**src/rtl/truth_table_sweeper.sv**
```systemverilog
// Truth-table sweeper: drives a/b/c through vectors 000..111, holds each for
// HOLD_CYCLES clocks, samples y on the last hold cycle and compares it
// against the EXPECTED table. Reports per-vector fails, a count and pass/done.
//
// Handshake: start is a single-cycle (or level) request with no ready.
// It is honoured only when the FSM is in IDLE or DONE, and ignored while busy=1.
module truth_table_sweeper #(
    parameter int         HOLD_CYCLES = 10,
    parameter logic [7:0] EXPECTED    = 8'h31
) (
    input  logic       clk,
    input  logic       reset,
    input  logic       start,
    input  logic       y,
    output logic       a,
    output logic       b,
    output logic       c,
    output logic       busy,
    output logic       done,
    output logic       pass,
    output logic [3:0] err_count,
    output logic [7:0] fail_mask,
    output logic [1:0] state_dbg
);

    localparam int            CW       = $clog2(HOLD_CYCLES) + 1;
    localparam logic [CW-1:0] LAST_CNT = CW'(HOLD_CYCLES - 1);

    localparam logic [1:0] ST_IDLE  = 2'b00;
    localparam logic [1:0] ST_DRIVE = 2'b01;
    localparam logic [1:0] ST_DONE  = 2'b10;

    logic [1:0]    state;
    logic [2:0]    idx;
    logic [CW-1:0] hold_cnt;

    // Sweep FSM: vector sequencing, hold timing and result accumulation.
    always_ff @(posedge clk) begin
        if (reset) begin
            state     <= ST_IDLE;
            idx       <= 3'd0;
            hold_cnt  <= '0;
            err_count <= 4'd0;
            fail_mask <= 8'h00;
        end else begin
            case (state)
                ST_IDLE, ST_DONE: begin
                    if (start) begin
                        state     <= ST_DRIVE;
                        idx       <= 3'd0;
                        hold_cnt  <= '0;
                        err_count <= 4'd0;
                        fail_mask <= 8'h00;
                    end
                end
                ST_DRIVE: begin
                    if (hold_cnt == LAST_CNT) begin
                        // Written as match/else so an unknown y lands in the
                        // mismatch branch in simulation.
                        if (y == EXPECTED[idx]) begin
                        end else begin
                            fail_mask[idx] <= 1'b1;
                            err_count      <= err_count + 4'd1;
                        end
                        hold_cnt <= '0;
                        if (idx == 3'd7) begin
                            state <= ST_DONE;
                            idx   <= 3'd0;  // stimulus returns to 000 in DONE
                        end else begin
                            idx <= idx + 3'd1;
                        end
                    end else begin
                        hold_cnt <= hold_cnt + 1'b1;
                    end
                end
                default: begin
                    state <= ST_IDLE;
                    idx   <= 3'd0;
                end
            endcase
        end
    end

    // Outputs decoded from registered state; stimulus comes straight from idx.
    assign {a, b, c}  = idx;
    assign busy       = (state == ST_DRIVE);
    assign done       = (state == ST_DONE);
    assign pass       = done && (err_count == 4'd0);
    assign state_dbg  = state;

endmodule
```
**config.mk**
```make
export PLATFORM = sky130hd
export DESIGN_NAME = truth_table_sweeper
export DESIGN_NICKNAME = d
export VERILOG_FILES = /design/src/rtl/truth_table_sweeper.sv
export SDC_FILE = /design/constraint.sdc
export NUM_CORES = 1
export LEC_CHECK = 0
export CORE_MARGIN = 4
export CORE_UTILIZATION = 53
export DETAILED_ROUTE_END_ITERATION = 12
export GPL_TIMING_DRIVEN = 0
export PLACE_DENSITY = 0.8
export SLEW_MARGIN = 20
export SYNTH_ARGS = -nofsm -noshare
export SYNTH_HDL_FRONTEND = slang
export SYNTH_SLANG_ARGS = --single-unit
```
**constraint.sdc**
```tcl
create_clock -name clk -period 3.9 [get_ports clk]
set_input_delay 0.585 -clock clk [delete_from_list [all_inputs] [get_ports clk]]
set_output_delay 0.585 -clock clk [all_outputs]
set_load 0.02 [all_outputs]
```
* Yosys cells after proc, flatten, opt, wreduce, memory -nomap -nowiden
Memory sizes are Yosys's and may differ from the RTL's. A register that Yosys moved wholly into a read port is not among the register bits.
Cells that the tools add are included.
** Operators by class
- Add/sub/neg operators :: 3
- Multiply operators :: 0
- Divide/modulo/power cells :: 0
- Magnitude comparators :: 2
- Equality and inequality tests :: 9
- Shifts and indexed selects :: 0
- Multiplexer cells :: 24
- Bitwise gates (word level) :: 1
- Reductions and logical operators :: 10
** Operators by type and width (count)
- $mux 8 :: 3
- $pmux 8 s2 :: 1
- $mux 3 :: 5
- $mux 4 :: 3
- $mux 5 :: 2
- $pmux 5 s2 :: 1
- $or 8x8->8 :: 1
- $pmux 4 s2 :: 1
- $mux 2 :: 3
- $pmux 3 s2 :: 1
- $add 5x1->5 const B :: 1
- $eq 5x4->1 const B :: 1
- $add 4x1->4 const B :: 1
- $logic_not 4->1 :: 1
- $lt 3x4->1 const B :: 1
- $ne 2x1->1 const B :: 2
- $ne 2x2->1 const B :: 2
- $pmux 2 s2 :: 1
- $reduce_and 2->1 :: 2
- $reduce_and 4->1 :: 1
- $add 3x1->3 const B :: 1
- $demux 1 s3 :: 1
- $eq 3x3->1 const B :: 1
- $ge 3x1->1 const B :: 1
- 9 further kinds :: 11
** Word-level totals
- Register bits :: 22
- Latch bits :: 0
- Bits in writable memories :: 0
- Bits in read-only memories :: 8
- Input bits :: 4
- Output and inout port bits :: 20
- Logic and storage cells :: 55
- Memories :: 1
** Memory list
- (name not given) :: depth 8, bits a word 1, rd ports 1, clocked after Yosys merged registers in 1, write ports 0, line 60 : if (y == EXPECTED[idx]) begin

* Longest topological paths before layout
- Word-level depth :: 8
- Gate-level depth with buffers :: 7

* Worst setup path before layout
Ideal clock, no wire load.
- Kind :: reg2out
- Start :: register state[0], in the netlist state_dbg[0]
- End :: output port pass
- Arrival time :: 1.067 ns
- Data required time :: 3.315 ns
- Path slack :: 2.248 ns
- Stages on the path, launching flop included :: 3
- Path through :: dfxtp_1 > and2b_1 > and4_1
** Between the ends
- Cells in the longest elaborated chain, start to end :: 2
** RTL lines
- start, declared :: line 33 : logic [1:0] state;
- start signal, assigned :: line 40 : state <= ST_IDLE;
- start signal, assigned :: line 49 : state <= ST_DRIVE;
- start signal, assigned :: line 67 : state <= ST_DONE;
- $eq 2x2->1 :: line 87 : assign done = (state == ST_DONE);
- net done :: line 19 : output logic done,
- $logic_and 1x1->1 :: line 88 : assign pass = done && (err_count == 4'd0);
- end, declared :: line 20 : output logic pass,
The timed path passes the listed nets, and every way through them passes these cells.

* Worst setup path in the final report
- Start :: register state[0], in the netlist state_dbg[0]
- End :: output port pass
** Between the ends
- Cells in the longest elaborated chain, start to end :: 2
** RTL lines (line)
- $eq 2x2->1 :: 87
- $logic_and 1x1->1 :: 88
Every way passes these cells.

==> run metrics <==
status finished, final reports clean; die area 2980 um2; post-synthesis net count 137; critical path class reg2out; Clk Latency, worst-skew pair 0.31 ns; Final Core Density 72.0%; number of max-cap violations 0; Period Utilization, post-route 59.2%; slew margin rel. 71.1%; #FFs+latches synth 23; GRT Total Usage 22.2%; Tightest Pin Transition 0.434 ns; DR WL met2 1280 um; TritonCTS clock tree built; placed cells 177; Static Leak 0.538 nW; starting density of the core 57.4%; Syn Inst Count 127; fillers 172; Detail Route Antenna Nets 0; setup tns final 0 ns; Final setup viols 0; IR drop worst, VDD 0.000269 V; required time of the critical path 3.31 ns; Peak Freq 0.433 GHz; Via density 5.93; Fin Hold WS 0.492 ns; vias in the first global route 1015; routed via count 1073; Core Region 2000 um2; Slew Viols, Final 0; Power Density 303 nW/um2; RSZ-0062 raised after global routing false; routed length on met1 1250 um; critical path fanouts, max 6; Die Ht 54.6 um; nets 165; fin crit period 2.31 ns; Finished Layout Cells 181; Routed WL 2680 um; CTS sink cnt 23; pre-CTS setup slack 1.85 ns; min-delay worst type reg2reg; Synth-to-Final Area Change 25.4%; most frequent cells in the layout dfxtp_1, clkdlybuf4s50_1, nor2_1; drt wl/cell 14.8 um; initial antenna violation count 0; Synth cell types 36; Startpoint Class register; root buffer cell clkbuf_4; total power 0.437 mW; PortBufs 23; DRT iter0 DRCs 35; final instance area 1440 um2; routability cong. 0.745; Clock Skew 0.00199 ns; diode count 0; total CTS buffers 3; I/O pin count 24; # resized after CTS 0; Cell Rows 16; Top Metal Used met4; Worst Setup End Kind output pin; largest net degree at the start of global routing 14; GR Overflow Total 0; Netlist Area Pre-Place 1150 um2; # Post-CTS Setup Buffers 0; Worst Path Arrival 1.72 ns; DRC viols 0; synthesized area per cell 9.05 um2; layout cells sized above 1 9.09%; worst setup margin 1.59 ns; met3 WL post-DR 117 um; Die Wd 54.6 um; Final HPWL DP 1930 um; htree depth 1; CTS Hold Buffers Added 0; dpl cell area 1410 um2; drt pass-1 iters 4; Hold Fails Final Rpt 0; Ys Warns 0; post-synthesis sequential area ratio 40.0%; first-pass GRT wire length 4800 um; Clock Path Buffers 2; Worst-path clk slew 0.12 ns
[power breakdown]
part	switching, mW	total [mW]	internal [mW]
registers	0.00615	0.246	0.240
logic	0.0478	0.0798	0.0320
clock network	0.0721	0.110	0.0384
[critical path: stages, from the launching register on]
cell and delay, ns:
dfxtp_1 0.37, and2b_1 0.25, and4_1 0.20, clkdlybuf4s50_1 0.59
[synthesized netlist by cell type, drive strengths merged]
library cell  count  area [um2]
nor2b             2        12.5
o21a              1        7.51
mux2i             1        10.0
a311oi            4        35.0
clkbuf            1        3.75
a2bb2oi           1        8.76
a31oi             2        12.5
ha                6        75.1
nand3             4        20.0
a211o             1        8.76
and2b             1        7.51
nor2             18        67.6
nor3b             1        7.51
dfxtp            23         460
o21ai             8        43.8
inv               7        26.3
a32oi             1        8.76
nand3b            2        15.0
a41oi             8        70.1
a41o              2        20.0
and4              1        8.76
and2              2        15.0
nand2b            3        18.8
a21oi             7        38.8
nand4bb           1        27.5
buf               5        40.0
and3              2        12.5
xnor2             1        8.76
clkinv            1        16.3
nand2             6        22.5
nor3              4        20.0
[registers in the layout, indices dropped and copies added, names as in the netlist, named ones only]
name       flops
err_count      4
fail_mask      8
hold_cnt       5
idx            3
state_dbg      2
[layout make-up]
class                      instances  area [um2]  area share, %
clock buffer                       3        22.5           1.56
multi-input combinational         90         603           41.8
sequential                        23         460           31.9
buffer                             6        43.8           3.04
inverter                           8        42.5           2.95
timing repair buffer              23         230           16.0
clock inverter                     1        5.00          0.347
tap                               27        33.8           2.34
[worst paths after layout]
path / cells after the start / from / to / slack (ns)
max: 3 / state_dbg[0]$_SDFFE_PP0P_ / pass / 1.59
min: 2 / fail_mask[4]$_SDFFE_PP0P_ / fail_mask[4]$_SDFFE_PP0P_ / 0.49
max reg2reg: 6 / hold_cnt[0]$_SDFFE_PP0P_ / hold_cnt[1]$_SDFFE_PP0P_ / 2.18
min reg2reg: 2 / fail_mask[4]$_SDFFE_PP0P_ / fail_mask[4]$_SDFFE_PP0P_ / 0.49
[metal layers]
layer / vias up / global-route usage, %
met5: - / 0
li1: 520 / -
met3: 6 / 3.27
met4: 0 / 8.71
met2: 36 / 33.5
met1: 511 / 31.6
[cells by family after synthesis]
kind of cell | synth area share (%)
XOR/XNOR | 0.762
flip-flops | 40.0
AND/OR/NAND/NOR | 22.2
AO/OA/AOI/OAI | 22.1
adder cells (fa/ha/maj) | 6.53
multiplexers | 0.871
buffers and inverters | 7.51
(Power assumes the default switching activity.)
